--- src/rtl/onewire_multi_master.sv ---
// onewire_multi_master: multi-channel 1-wire bus master with built-in slot timing
// Optional feature: define ONEWIRE_CRC8_EN to add o_crc_ok (Dallas CRC-8 over read bits).
// Ports:
//   i_clk, i_rst            clock, asynchronous active-high reset
//   i_cmd_valid/o_cmd_ready command handshake; i_cmd_op/cnt/chan/data latched on accept
//   o_busy, o_done, o_err   command in progress, 1-cycle end pulse, sticky illegal-command flag
//   o_rd_data               read shift buffer, each new bit enters at [63]
//   o_presence              per-channel presence result of the last reset on that channel
//   o_wire_out, i_wire_in   open-drain drive (1 = release) and raw DQ level per channel
//   o_crc_ok                (ONEWIRE_CRC8_EN only) CRC-8 over all read bytes came out zero
module onewire_multi_master #(
    parameter int CHANNELS     = 4,
    parameter int TICKS_PER_US = 25,
    parameter int MAX_BYTES    = 8,
    localparam int CW          = CHANNELS > 1 ? $clog2(CHANNELS) : 1
) (
    input  logic                i_clk,
    input  logic                i_rst,
    input  logic                i_cmd_valid,
    output logic                o_cmd_ready,
    input  logic [3:0]          i_cmd_op,
    input  logic [3:0]          i_cmd_cnt,
    input  logic [CW-1:0]       i_cmd_chan,
    input  logic [63:0]         i_cmd_data,
    output logic                o_busy,
    output logic                o_done,
    output logic                o_err,
    output logic [63:0]         o_rd_data,
    output logic [CHANNELS-1:0] o_presence,
    output logic [CHANNELS-1:0] o_wire_out,
`ifdef ONEWIRE_CRC8_EN
    output logic                o_crc_ok,
`endif
    input  logic [CHANNELS-1:0] i_wire_in
);
    localparam int T  = TICKS_PER_US;
    localparam int TW = $clog2(960 * T + 1);
    // Timer reload values are duration-1 because the zero count is itself a cycle.
    localparam logic [TW-1:0] T_RST  = TW'(480 * T - 1);
    localparam logic [TW-1:0] T_PRES = TW'(410 * T - 1);
    localparam logic [TW-1:0] T_L60  = TW'(60 * T - 1);
    localparam logic [TW-1:0] T_L6   = TW'(6 * T - 1);
    localparam logic [TW-1:0] T_R10  = TW'(10 * T - 1);
    localparam logic [TW-1:0] T_R64  = TW'(64 * T - 1);
    localparam logic [TW-1:0] T_SAMP = TW'(55 * T - 1);

    typedef enum logic [2:0] {IDLE, RST_LOW, RST_REL, SLOT_LOW, SLOT_REL, DONE} state_t;

    state_t              r_state;
    logic [TW-1:0]       r_timer;
    logic [CW-1:0]       r_chan;
    logic [63:0]         r_data, r_rd_data;
    logic [6:0]          r_bits;
    logic                r_wr, r_rd, r_busy, r_done, r_err;
    logic [CHANNELS-1:0] r_presence, r_wire_out, r_sync1, r_sync2;
    logic                w_illegal, w_dq;
    logic [TW-1:0]       w_low_acc, w_low_nxt;
    logic [CHANNELS-1:0] w_mask_acc, w_mask_r;

    assign w_illegal  = (i_cmd_op > 4'd3) || 32'(i_cmd_chan) >= CHANNELS ||
                        ((i_cmd_op == 4'd1 || i_cmd_op == 4'd2) && 32'(i_cmd_cnt) > MAX_BYTES);
    assign w_low_acc  = (i_cmd_op == 4'd1 && !i_cmd_data[0]) ? T_L60 : T_L6;
    // Next slot's bit is r_data[1] because r_data shifts at the end of the current slot.
    assign w_low_nxt  = (r_wr && !r_data[1]) ? T_L60 : T_L6;
    assign w_mask_acc = ~(CHANNELS'(1) << i_cmd_chan);
    assign w_mask_r   = ~(CHANNELS'(1) << r_chan);
    assign w_dq       = r_sync2[r_chan];

    assign o_cmd_ready = ~r_busy;
    assign o_busy      = r_busy;
    assign o_done      = r_done;
    assign o_err       = r_err;
    assign o_rd_data   = r_rd_data;
    assign o_presence  = r_presence;
    assign o_wire_out  = r_wire_out;

`ifdef ONEWIRE_CRC8_EN
    logic       r_crc_ok, r_bytes;
    logic [7:0] r_crc, w_crc_nxt;
    // Reflected x^8+x^5+x^4+1, one bit per step.
    assign w_crc_nxt = {1'b0, r_crc[7:1]} ^ ((r_crc[0] ^ w_dq) ? 8'h8C : 8'h00);
    assign o_crc_ok  = r_crc_ok;
`endif

    always_ff @(posedge i_clk or posedge i_rst) begin
        if (i_rst) begin
            r_state    <= IDLE;
            r_timer    <= '0;
            r_chan     <= '0;
            r_data     <= '0;
            r_rd_data  <= '0;
            r_bits     <= '0;
            r_wr       <= 1'b0;
            r_rd       <= 1'b0;
            r_busy     <= 1'b0;
            r_done     <= 1'b0;
            r_err      <= 1'b0;
            r_presence <= '0;
            r_wire_out <= '1;
            r_sync1    <= '1;
            r_sync2    <= '1;
`ifdef ONEWIRE_CRC8_EN
            r_crc      <= '0;
            r_crc_ok   <= 1'b0;
            r_bytes    <= 1'b0;
`endif
        end else begin
            r_sync1 <= i_wire_in;
            r_sync2 <= r_sync1;
            case (r_state)
                IDLE: if (i_cmd_valid) begin
                    r_busy <= 1'b1;
                    r_err  <= w_illegal;
                    r_chan <= i_cmd_chan;
                    r_data <= i_cmd_data;
                    r_wr   <= i_cmd_op == 4'd1;
                    r_rd   <= i_cmd_op == 4'd2;
                    r_bits <= i_cmd_cnt == 4'd0 ? 7'd1 : {i_cmd_cnt, 3'b000};
`ifdef ONEWIRE_CRC8_EN
                    r_crc    <= '0;
                    r_crc_ok <= 1'b0;
                    r_bytes  <= i_cmd_cnt != 4'd0;
`endif
                    if (i_cmd_op == 4'd2) r_rd_data <= '0;
                    if (w_illegal || i_cmd_op == 4'd3) begin
                        r_state <= DONE;
                        r_done  <= 1'b1;
                    end else begin
                        r_state    <= i_cmd_op == 4'd0 ? RST_LOW : SLOT_LOW;
                        r_timer    <= i_cmd_op == 4'd0 ? T_RST : w_low_acc;
                        r_wire_out <= w_mask_acc;
                    end
                end
                RST_LOW: if (r_timer == '0) begin
                    r_wire_out <= '1;
                    r_state    <= RST_REL;
                    r_timer    <= T_RST;
                end else r_timer <= r_timer - TW'(1);
                RST_REL: begin
                    if (r_timer == T_PRES) r_presence[r_chan] <= ~w_dq;
                    if (r_timer == '0) begin
                        r_state <= DONE;
                        r_done  <= 1'b1;
                    end else r_timer <= r_timer - TW'(1);
                end
                SLOT_LOW: if (r_timer == '0) begin
                    r_wire_out <= '1;
                    r_state    <= SLOT_REL;
                    r_timer    <= (r_wr && !r_data[0]) ? T_R10 : T_R64;
                end else r_timer <= r_timer - TW'(1);
                SLOT_REL: begin
                    if (r_rd && r_timer == T_SAMP) begin
                        r_rd_data <= {w_dq, r_rd_data[63:1]};
`ifdef ONEWIRE_CRC8_EN
                        r_crc <= w_crc_nxt;
`endif
                    end
                    if (r_timer == '0) begin
                        r_data <= r_data >> 1;
                        r_bits <= r_bits - 7'd1;
                        if (r_bits == 7'd1) begin
                            r_state <= DONE;
                            r_done  <= 1'b1;
`ifdef ONEWIRE_CRC8_EN
                            r_crc_ok <= r_rd && r_bytes && r_crc == 8'h00;
`endif
                        end else begin
                            r_state    <= SLOT_LOW;
                            r_timer    <= w_low_nxt;
                            r_wire_out <= w_mask_r;
                        end
                    end else r_timer <= r_timer - TW'(1);
                end
                DONE: begin
                    r_done  <= 1'b0;
                    r_busy  <= 1'b0;
                    r_state <= IDLE;
                end
                default: r_state <= IDLE;
            endcase
        end
    end
endmodule

--- config.mk ---
export PLATFORM = sky130hd
export DESIGN_NAME = onewire_multi_master
export DESIGN_NICKNAME = d
export VERILOG_FILES = /design/src/rtl/onewire_multi_master.sv
export SDC_FILE = /design/constraint.sdc
export NUM_CORES = 1
export LEC_CHECK = 0
export BUFFER_PORTS_ARGS = -buffer_cell sky130_fd_sc_hd__buf_2
export CAP_MARGIN = 20
export CORE_MARGIN = 1.5
export CORE_UTILIZATION = 60
export DETAILED_ROUTE_END_ITERATION = 8
export PLACE_DENSITY = 0.85
export SLEW_MARGIN = 20
export SYNTH_ARGS = -nofsm -noshare
export SYNTH_HDL_FRONTEND = slang
export SYNTH_SLANG_ARGS = --single-unit
--- constraint.sdc ---
create_clock -name i_clk -period 10.4 [get_ports i_clk]
set_input_delay 0.52 -clock i_clk [delete_from_list [all_inputs] [get_ports i_clk]]
set_output_delay 0.52 -clock i_clk [all_outputs]
set_load 0.02 [all_outputs]
# ---- Yosys cells after proc, flatten, opt, wreduce, memory -nomap -nowiden
# Index checks and enable logic that the tools add are counted.
dict set report totals {
  output_inout_bits 76
  reg_bits 176
  input_bits 81
  word_cells 134
}
dict set report op_classes {
  n_bitwise 4
  shifts 2
  eq_ne 25
  reduce_logical 31
  n_mux 51
  n_lt_le_gt_ge 4
  n_addsub 2
}
# operator count
set ops {}
lappend ops {{64-bit two-way mux} 5}
lappend ops {{64-bit case mux with 2 select lines} 2}
lappend ops {{15-bit two-way mux} 7}
lappend ops {{15-bit case mux with 5 select lines} 1}
lappend ops {{11-bit two-way mux} 3}
lappend ops {{2-bit != test (second input constant)} 12}
lappend ops {{3-bit two-way mux} 7}
lappend ops {{7-bit two-way mux} 3}
lappend ops {{4-bit two-way mux} 5}
lappend ops {{15-bit by 11-bit equality test with 1-bit output (second input constant)} 1}
lappend ops {{15-bit by 14-bit equality test with 1-bit output (second input constant)} 1}
lappend ops {{15-bit logical NOT} 1}
lappend ops {{3-bit case mux with 5 select lines} 1}
lappend ops {{15-bit by 1-bit subtractor with 15-bit output (second input constant)} 1}
lappend ops {{14-bit two-way mux} 1}
lappend ops {{7-bit case mux with 2 select lines} 1}
lappend ops {{4-bit case mux with 3 select lines} 1}
lappend ops {{6-bit AND reduction} 2}
lappend ops {{5-bit AND reduction} 2}
lappend ops {{4-bit by 2-bit equality test with 1-bit output (second input constant)} 2}
lappend ops {{4-bit logical NOT} 2}
lappend ops {{1-bit two-way mux} 8}
lappend ops {{4-bit inverter} 2}
lappend ops {{1-bit by 2-bit << shifter with 4-bit output (first input constant)} 2}
lappend ops {{other kinds (31)} 46}

# ---- Logic depth before layout (Yosys ltp)
# Gate-level depths: netlist (run 1).
dict set report logic_depth {
  word_depth 8
  depth_mapped 10
  ltp_nobuf 7
}

# ---- Worst setup path before layout (run 1)
# Ideal clock, no wire load.
dict set report synth_path {
  path_kind {register -> register}
  startpoint {reg r_timer[0]}
  endpoint {reg r_timer[10]}
  stages_incl_launch_ff 9
  t_arrival_ns 2.492
  n_path_buf 1
  setup_slack_ns 7.783
  setup_time_ns 0.125
  required_time_ns 10.275
  synth_period_minus_slack_ns 2.617
  cell_sequence {dfrtp_1 > inv_1 > ha_1 > or4b_1 > or4_4 > buf_6 > a2111oi_4 > nor2_2 > mux2_4}
}
dict set report synth_via {
  elab_chain_len 3
  word_cells_on_any_way 10
  classes_between {add/sub (1); eq/ne (2); mux (5); reduce/logical (2)}
}
# item line
set synth_rtl {}
lappend synth_rtl {{from (decl)} 50} ;# logic [TW-1:0] r_timer;
lappend synth_rtl {{from (signal assigned)} 130} ;# r_timer <= i_cmd_op == 4'd0 ? T_RST : w_low_acc;
lappend synth_rtl {{from (signal assigned)} 138} ;# end else r_timer <= r_timer - TW'(1);
lappend synth_rtl {{from (signal assigned)} 144} ;# end else r_timer <= r_timer - TW'(1);
lappend synth_rtl {{15-bit by 1-bit subtractor with 15-bit output / 15-bit logical NOT (equally long branches)} -}
lappend synth_rtl {{15-bit two-way mux (tied with other cells)} 158} ;# if (r_timer == '0) begin
lappend synth_rtl {{15-bit case mux with 5 select lines / 5-bit AND reduction (equally long branches)} -}
# Parallel ways exist; a longest one is shown, timed or not. The select of a mux whose other input is x is not followed.
# A chain may end at the register's enable or synchronous reset.

# ---- Final worst setup path (run 1)
dict set report layout_path {
  startpoint {reg r_timer[0]}
  endpoint {reg r_timer[1]}
}
# The elaborated chain is that of the path after synthesis.

==> impl_metrics.env, run 1 <==
export IMPL_critPathBufInv=1
export IMPL_post_route_util=0.734
export IMPL_cp_max_fo=15
export IMPL_drc=0
export IMPL_die_width_um=120
export IMPL_cts_htree_levels=4
export IMPL_max_freq_ghz=0.342
export IMPL_reg2reg_depth=7
export IMPL_powerDensity_nw_per_um2=247
export IMPL_grt_max_degree=140
export IMPL_cpPeakStageDelay_ns=0.58
export IMPL_setup_violations=0
export IMPL_postCtsSetupRepairBufs=0
export IMPL_cts_made_buffers=17
export IMPL_tightest_slew_ns=1.22
export IMPL_synth_cells=777
export IMPL_post_dp_cell_area_sq_um=9170
export IMPL_grt_pass1_vias=6223
export IMPL_ff2ff_setup_slack_ns=7.47
export IMPL_wl_per_cell_um=17.4
export IMPL_cts_repair_resize_count=0
export IMPL_path_cells="inv_1, ha_1, or4b_1, or4_4, a2111o_1, nand2_2, o221ai_1"
export IMPL_fin_ws_ns=7.47
export IMPL_syn_area_per_cell_sq_um=10.7
export IMPL_dieArea_sq_um=14500
export IMPL_critical_path_class="reg -> reg"
export IMPL_grt_util_all_layers=0.272
export IMPL_ys_ff_latch=176
export IMPL_port_buffers=156
export IMPL_leakage_uw=0.00504
export IMPL_hold_class="in -> async"
export IMPL_core_area_sq_um=13300
export IMPL_start_kind="register"
export IMPL_dp_final_hpwl_um=12600
export IMPL_rsz0062_at_grt="no"
export IMPL_io_pins=157
export IMPL_final_nets=994
export IMPL_end_kind="register"
export IMPL_overflow=0
export IMPL_period_share=0.281
export IMPL_cts_tree="done"
export IMPL_cp_required_ns=10.66
export IMPL_grt_pass1_wl_um=31200
export IMPL_synth_cell_type_count=71
export IMPL_detail_route_antenna_nets=0
export IMPL_final_setup_tns_ns=0
export IMPL_cts_root_buf="clkbuf_16"
export IMPL_syn_area_sq_um=8280
export IMPL_postCtsHoldBufs=0
export IMPL_clk_latency_ns=0.43
export IMPL_hold_viol_final=0
export IMPL_ir_drop_uv=164
export IMPL_path_delay_family="simple AND/OR/NAND/NOR gates"
export IMPL_layout_commonest_cell="dfrtp_1"
export IMPL_synth_main_ff_cell="dfrtp_1"
export IMPL_vias=6696
export IMPL_max_cap_viol_count=0
export IMPL_yosys_warnings=0
export IMPL_dp_slack_ns=7.51
export IMPL_period_minus_slack_ns=2.93
export IMPL_areaGrowthSynthToFinish_pct=18.2
export IMPL_seq_area_frac_synth=0.534
export IMPL_synth_edf_count=0
export IMPL_syn_nets=864
export IMPL_cp_depth=7
export IMPL_num_rows=42
export IMPL_die_h_um=120
export IMPL_async_flop_share=1.00
export IMPL_clkTransAtPathRegs_ns=0.07
export IMPL_fin_area_sq_um=9790
export IMPL_critPathSlowestCell="or4_4"
export IMPL_viasPerCell=6.10
export IMPL_place_congestion=0.956
export IMPL_grt_antenna_before_repair=1
export IMPL_drt_initial_drc_count=717
export IMPL_status="complete, no violations"
export IMPL_final_cell_mix="dfrtp_1, buf_2, nand2_1, o21ai_0, a22o_1"
export IMPL_final_layout_size_suffix_gt1_frac=0.258
export IMPL_cts_sinks=176
export IMPL_dr_pass1_iters=5
export IMPL_start_util=0.621
export IMPL_wirelength_um=19100
export IMPL_critical_path_arrival_ns=3.19
export IMPL_finalClockSkew_ns=0.0116
export IMPL_slew_headroom=0.182
export IMPL_ctsLongestPathBuffers=2
export IMPL_drv_slew=0
-- cells in the mapped netlist (all sizes together), types with 3 or more instances --
cell    count  area [sq um]
a211oi      4          30.0
a21o        4          30.0
a21oi      21           105
a22o       67           587
a31oi       9          56.3
buf         9          52.5
clkbuf     46           173
dfrtp     164          4100
dfstp      12           315
ha          6          75.1
inv        16          60.1
mux2        9           105
mux2i      64           641
nand2      91           344
nand2b      5          31.3
nand3       9          45.0
nand3b      4          30.0
nand4       6          37.5
nor2       23          88.8
nor2b       6          37.5
nor3       23           120
nor3b       3          22.5
nor4        9          71.3
o211ai      7          52.6
o21a        4          30.0
o21ai      86           430
o22a        4          35.0
o22ai       3          18.8
o31ai       7          52.6
o41ai       3          26.3
or2         4          25.0
or4         5          45.0
xor2        3          26.3
-- routing by layer --
layer | global-route usage | part of all wire
met3 | 0.0642 | 0.069
met4 | 0.0882 | 0.020
met5 | 0 | 0
met2 | 0.413 | 0.47
met1 | 0.390 | 0.44
-- state kept, by name, summed over array words and instances, names as in the netlist --
signal	cells
r_sync1	4
o_wire_out	4
r_data	64
r_timer	15
o_done	1
r_wr	1
r_sync2	4
o_busy	1
o_presence	4
r_chan	2
r_rd	1
r_state	3
r_bits	7
o_rd_data	64
o_err	1
-- report_power, final --
| part | internal, uW | switching (uW) |
|---|---|---|
| clock | 346 | 283 |
| sequential | 867 | 151 |
| combinational | 302 | 467 |
| total | 1510 | 901 |
-- per-stage QoR --
step	hold slack (ns)	instances	power [uW]
CTS	0.174	1095	2410
detailed placement	0.347	1063	1780
floorplan	0.345	777	1580
global route	0.133	1097	2560
global placement	0.346	1063	1750
finish	0.101	1097	2420
-- cell families after synthesis --
logic type,synth area share
AO/OA/AOI/OAI,0.206
AND/OR/NAND/NOR,0.120
flip-flops,0.534
multiplexers,0.0900
buffers and inverters,0.0344
adder cells (fa/ha/maj),0.0103
XOR/XNOR,0.00529
-- area by class of cell --
class	instances	area, sq um
clock inverters	13	146
inverters	16	65.1
fillers	955	3550
flip-flops and latches	176	4420
diodes	1	2.50
multi-input cells	530	3620
well taps	176	220
clock buffers	19	443
repair buffers	166	880
-- final timing paths --
| check | startpoint | end |
|---|---|---|
| max in group asynchronous | i_rst | o_presence[1]$_DFFE_PP0P_ |
| worst max-delay path | r_timer[0]$_DFFE_PP0P_ | r_timer[1]$_DFFE_PP0P_ |
| worst min register to register | r_sync1[1]$_DFF_PP1_ | r_sync2[1]$_DFF_PP1_ |
| worst min-delay path | i_rst | r_data[48]$_DFFE_PP0P_ |
| min in group i_clk | i_wire_in[0] | r_sync1[0]$_DFF_PP1_ |
| worst max register to register | r_timer[0]$_DFFE_PP0P_ | r_timer[1]$_DFFE_PP0P_ |
No activity file was read; power rests on OpenSTA's default activity.
==> run 2, diff against run 1 <==
Settings changed: CORE_UTILIZATION 60 to 50, PLACE_DENSITY 0.85 to 0.76.
Clock period 10.4 ns to 2.57 ns, I/O delays scaled along.
==> run 2 against run 1 <==
  * Cell count rose by 11%
  * Critical path depth rose by 1
  * Wire length rose by 8.3%
  * The flow now finishes with violations (negative hold slack)
==> impl_metrics.env, run 2 (synthesis gave the netlist of run 1 again) <==
export IMPL_grt_pass1_vias=6729
export IMPL_drc=0
export IMPL_final_setup_tns_ns=0
export IMPL_cts_sinks=176
export IMPL_critPathSlowestCell="or4_4"
export IMPL_max_freq_ghz=0.393
export IMPL_path_cells="inv_2, ha_1, or4b_4, or4_4, o41ai_2, buf_4, a211oi_1, a211o_1"
export IMPL_antenna_cells=0
export IMPL_wirelength_um=20700
export IMPL_start_util=0.516
export IMPL_critical_path_arrival_ns=2.86
export IMPL_hold_class="in -> reg"
export IMPL_grt_util_all_layers=0.245
export IMPL_status="complete, but fails checks"
export IMPL_hold_viol_final=3
export IMPL_setup_violations=0
export IMPL_cts_root_buf="clkbuf_16"
export IMPL_overflow=0
export IMPL_port_buffers=156
export IMPL_ir_drop_uv=577
export IMPL_layout_commonest_cell="dfrtp_1"
export IMPL_period_share=0.989
export IMPL_tightest_slew_ns=0.745
export IMPL_clkTransAtPathRegs_ns=0.07
export IMPL_grt_pass1_wl_um=34500
export IMPL_die_h_um=132
export IMPL_max_cap_viol_count=0
export IMPL_detail_route_antenna_nets=0
export IMPL_leakage_uw=0.00541
export IMPL_drt_initial_drc_count=513
export IMPL_r2r_start="r_timer[1]$_DFFE_PP0P_"
export IMPL_die_width_um=132
export IMPL_io_pins=157
export IMPL_finalClockSkew_ns=0.0137
export IMPL_areaGrowthSynthToFinish_pct=27.5
export IMPL_place_congestion=0.943
export IMPL_cpPeakStageDelay_ns=0.49
export IMPL_grt_max_degree=78
export IMPL_cts_htree_levels=4
export IMPL_slew_headroom=0.502
export IMPL_min_from="i_cmd_data[24]"
export IMPL_end_kind="register"
export IMPL_crit_start="r_timer[1]$_DFFE_PP0P_"
export IMPL_start_kind="register"
export IMPL_final_nets=1071
export IMPL_clk_latency_ns=0.43
export IMPL_cp_max_fo=7
export IMPL_dp_final_hpwl_um=14100
export IMPL_period_minus_slack_ns=2.54
export IMPL_finalHoldWorstSlack_ns=-0.00854
export IMPL_powerDensity_nw_per_um2=974
export IMPL_cts_made_buffers=17
export IMPL_vias=6878
export IMPL_cts_tree="done"
export IMPL_finalNonFillerCells=1213
export IMPL_viasPerCell=5.67
export IMPL_violations="negative hold slack"
export IMPL_ctsLongestPathBuffers=2
export IMPL_final_cell_mix="dfrtp_1, buf_2, nand2_1, o21ai_0, a22o_1"
export IMPL_critical_path_class="reg -> reg"
export IMPL_holdPathStages=3
export IMPL_wl_per_cell_um=17.1
export IMPL_cp_required_ns=2.88
export IMPL_core_area_sq_um=16100
export IMPL_drv_slew=0
export IMPL_grt_antenna_before_repair=0
export IMPL_reg2reg_depth=8
export IMPL_dp_cells=1148
export IMPL_dieArea_sq_um=17300
export IMPL_final_layout_size_suffix_gt1_frac=0.290
export IMPL_dr_pass1_iters=5
export IMPL_post_route_util=0.658
export IMPL_rsz0062_at_grt="yes"
export IMPL_num_rows=46
==> run 2: cell count changes in the layout (fill, tap and decap cells not counted), sizes merged <==
cell         previous run  this run
buf                   166       213
dlygate4sd3             0        30
clkinv                  5         2
clkbuf                 19        21
clkinvlp                2         3
diode                   1         0
==> run 2: where the power goes <==
part	switching, uW	leakage, uW	internal (uW)
Clock	1140	0.000273	1390
Combinational	2130	0.00286	1630
Sequential	477	0.00228	3510
==> run 2: critical path: cells and delay by family, from the launching register on <==
kind                     cells  cell delay, ns
adder cells (fa/ha/maj)      1            0.12
buffers and inverters        2            0.24
AND/OR/NAND/NOR              2            0.95
flip-flops                   1            0.40
AO/OA/AOI/OAI                3            0.72
==> run 2: layout make-up <==
cell class / count / area [sq um]
Sequential cell: 176 / 4420
Clock inverter: 11 / 120
Timing Repair Buffer: 243 / 1590
Multi-Input combinational cell: 530 / 3650
Tap cell: 216 / 270
Inverter: 16 / 63.8
Fill cell: 1213 / 5500
Clock buffer: 21 / 450
==> run 2: final timing paths <==
check                                           to  slack (ns)
min reg2reg                   r_sync2[3]$_DFF_PP1_        0.36
max in group asynchronous  r_timer[13]$_DFFE_PP0P_        1.49
min in group asynchronous   r_data[59]$_DFFE_PP0P_        0.37
min                         r_data[24]$_DFFE_PP0P_      -0.009
max reg2reg                 r_timer[3]$_DFFE_PP0P_        0.03
max                         r_timer[3]$_DFFE_PP0P_        0.03
==> run 2: routing by layer <==
| layer | share of wire | track usage |
|---|---|---|
| met5 | 0 | 0 |
| met4 | 0.023 | 0.0833 |
| met3 | 0.046 | 0.0548 |
| met2 | 0.48 | 0.395 |
| met1 | 0.45 | 0.330 |
==> run 2: timing repair <==
item / in CTS / in global routing
hold buffers: 29 / 1
endpoints found under the hold margin: 49 / 1
setup endpoints to repair: 2 / 9
pin swaps: 1 / 1
buffers inserted: 1 / 2
gates resized for setup: 1 / 6
==> run 2: through the flow <==
step                      setup slack, ns  power [uW]  cell area (sq um)  hold slack [ns]
after floorplan                   0.00103        6410               8290            0.133
after detailed placement          0.00699        7640               9640            0.235
final                              0.0283       10300              10600         -0.00854
after CTS                         0.00748       10200              10500         0.000765
after global placement             0.0345        7540               9640            0.235
after global routing              -0.0274       10900              10600          0.00920
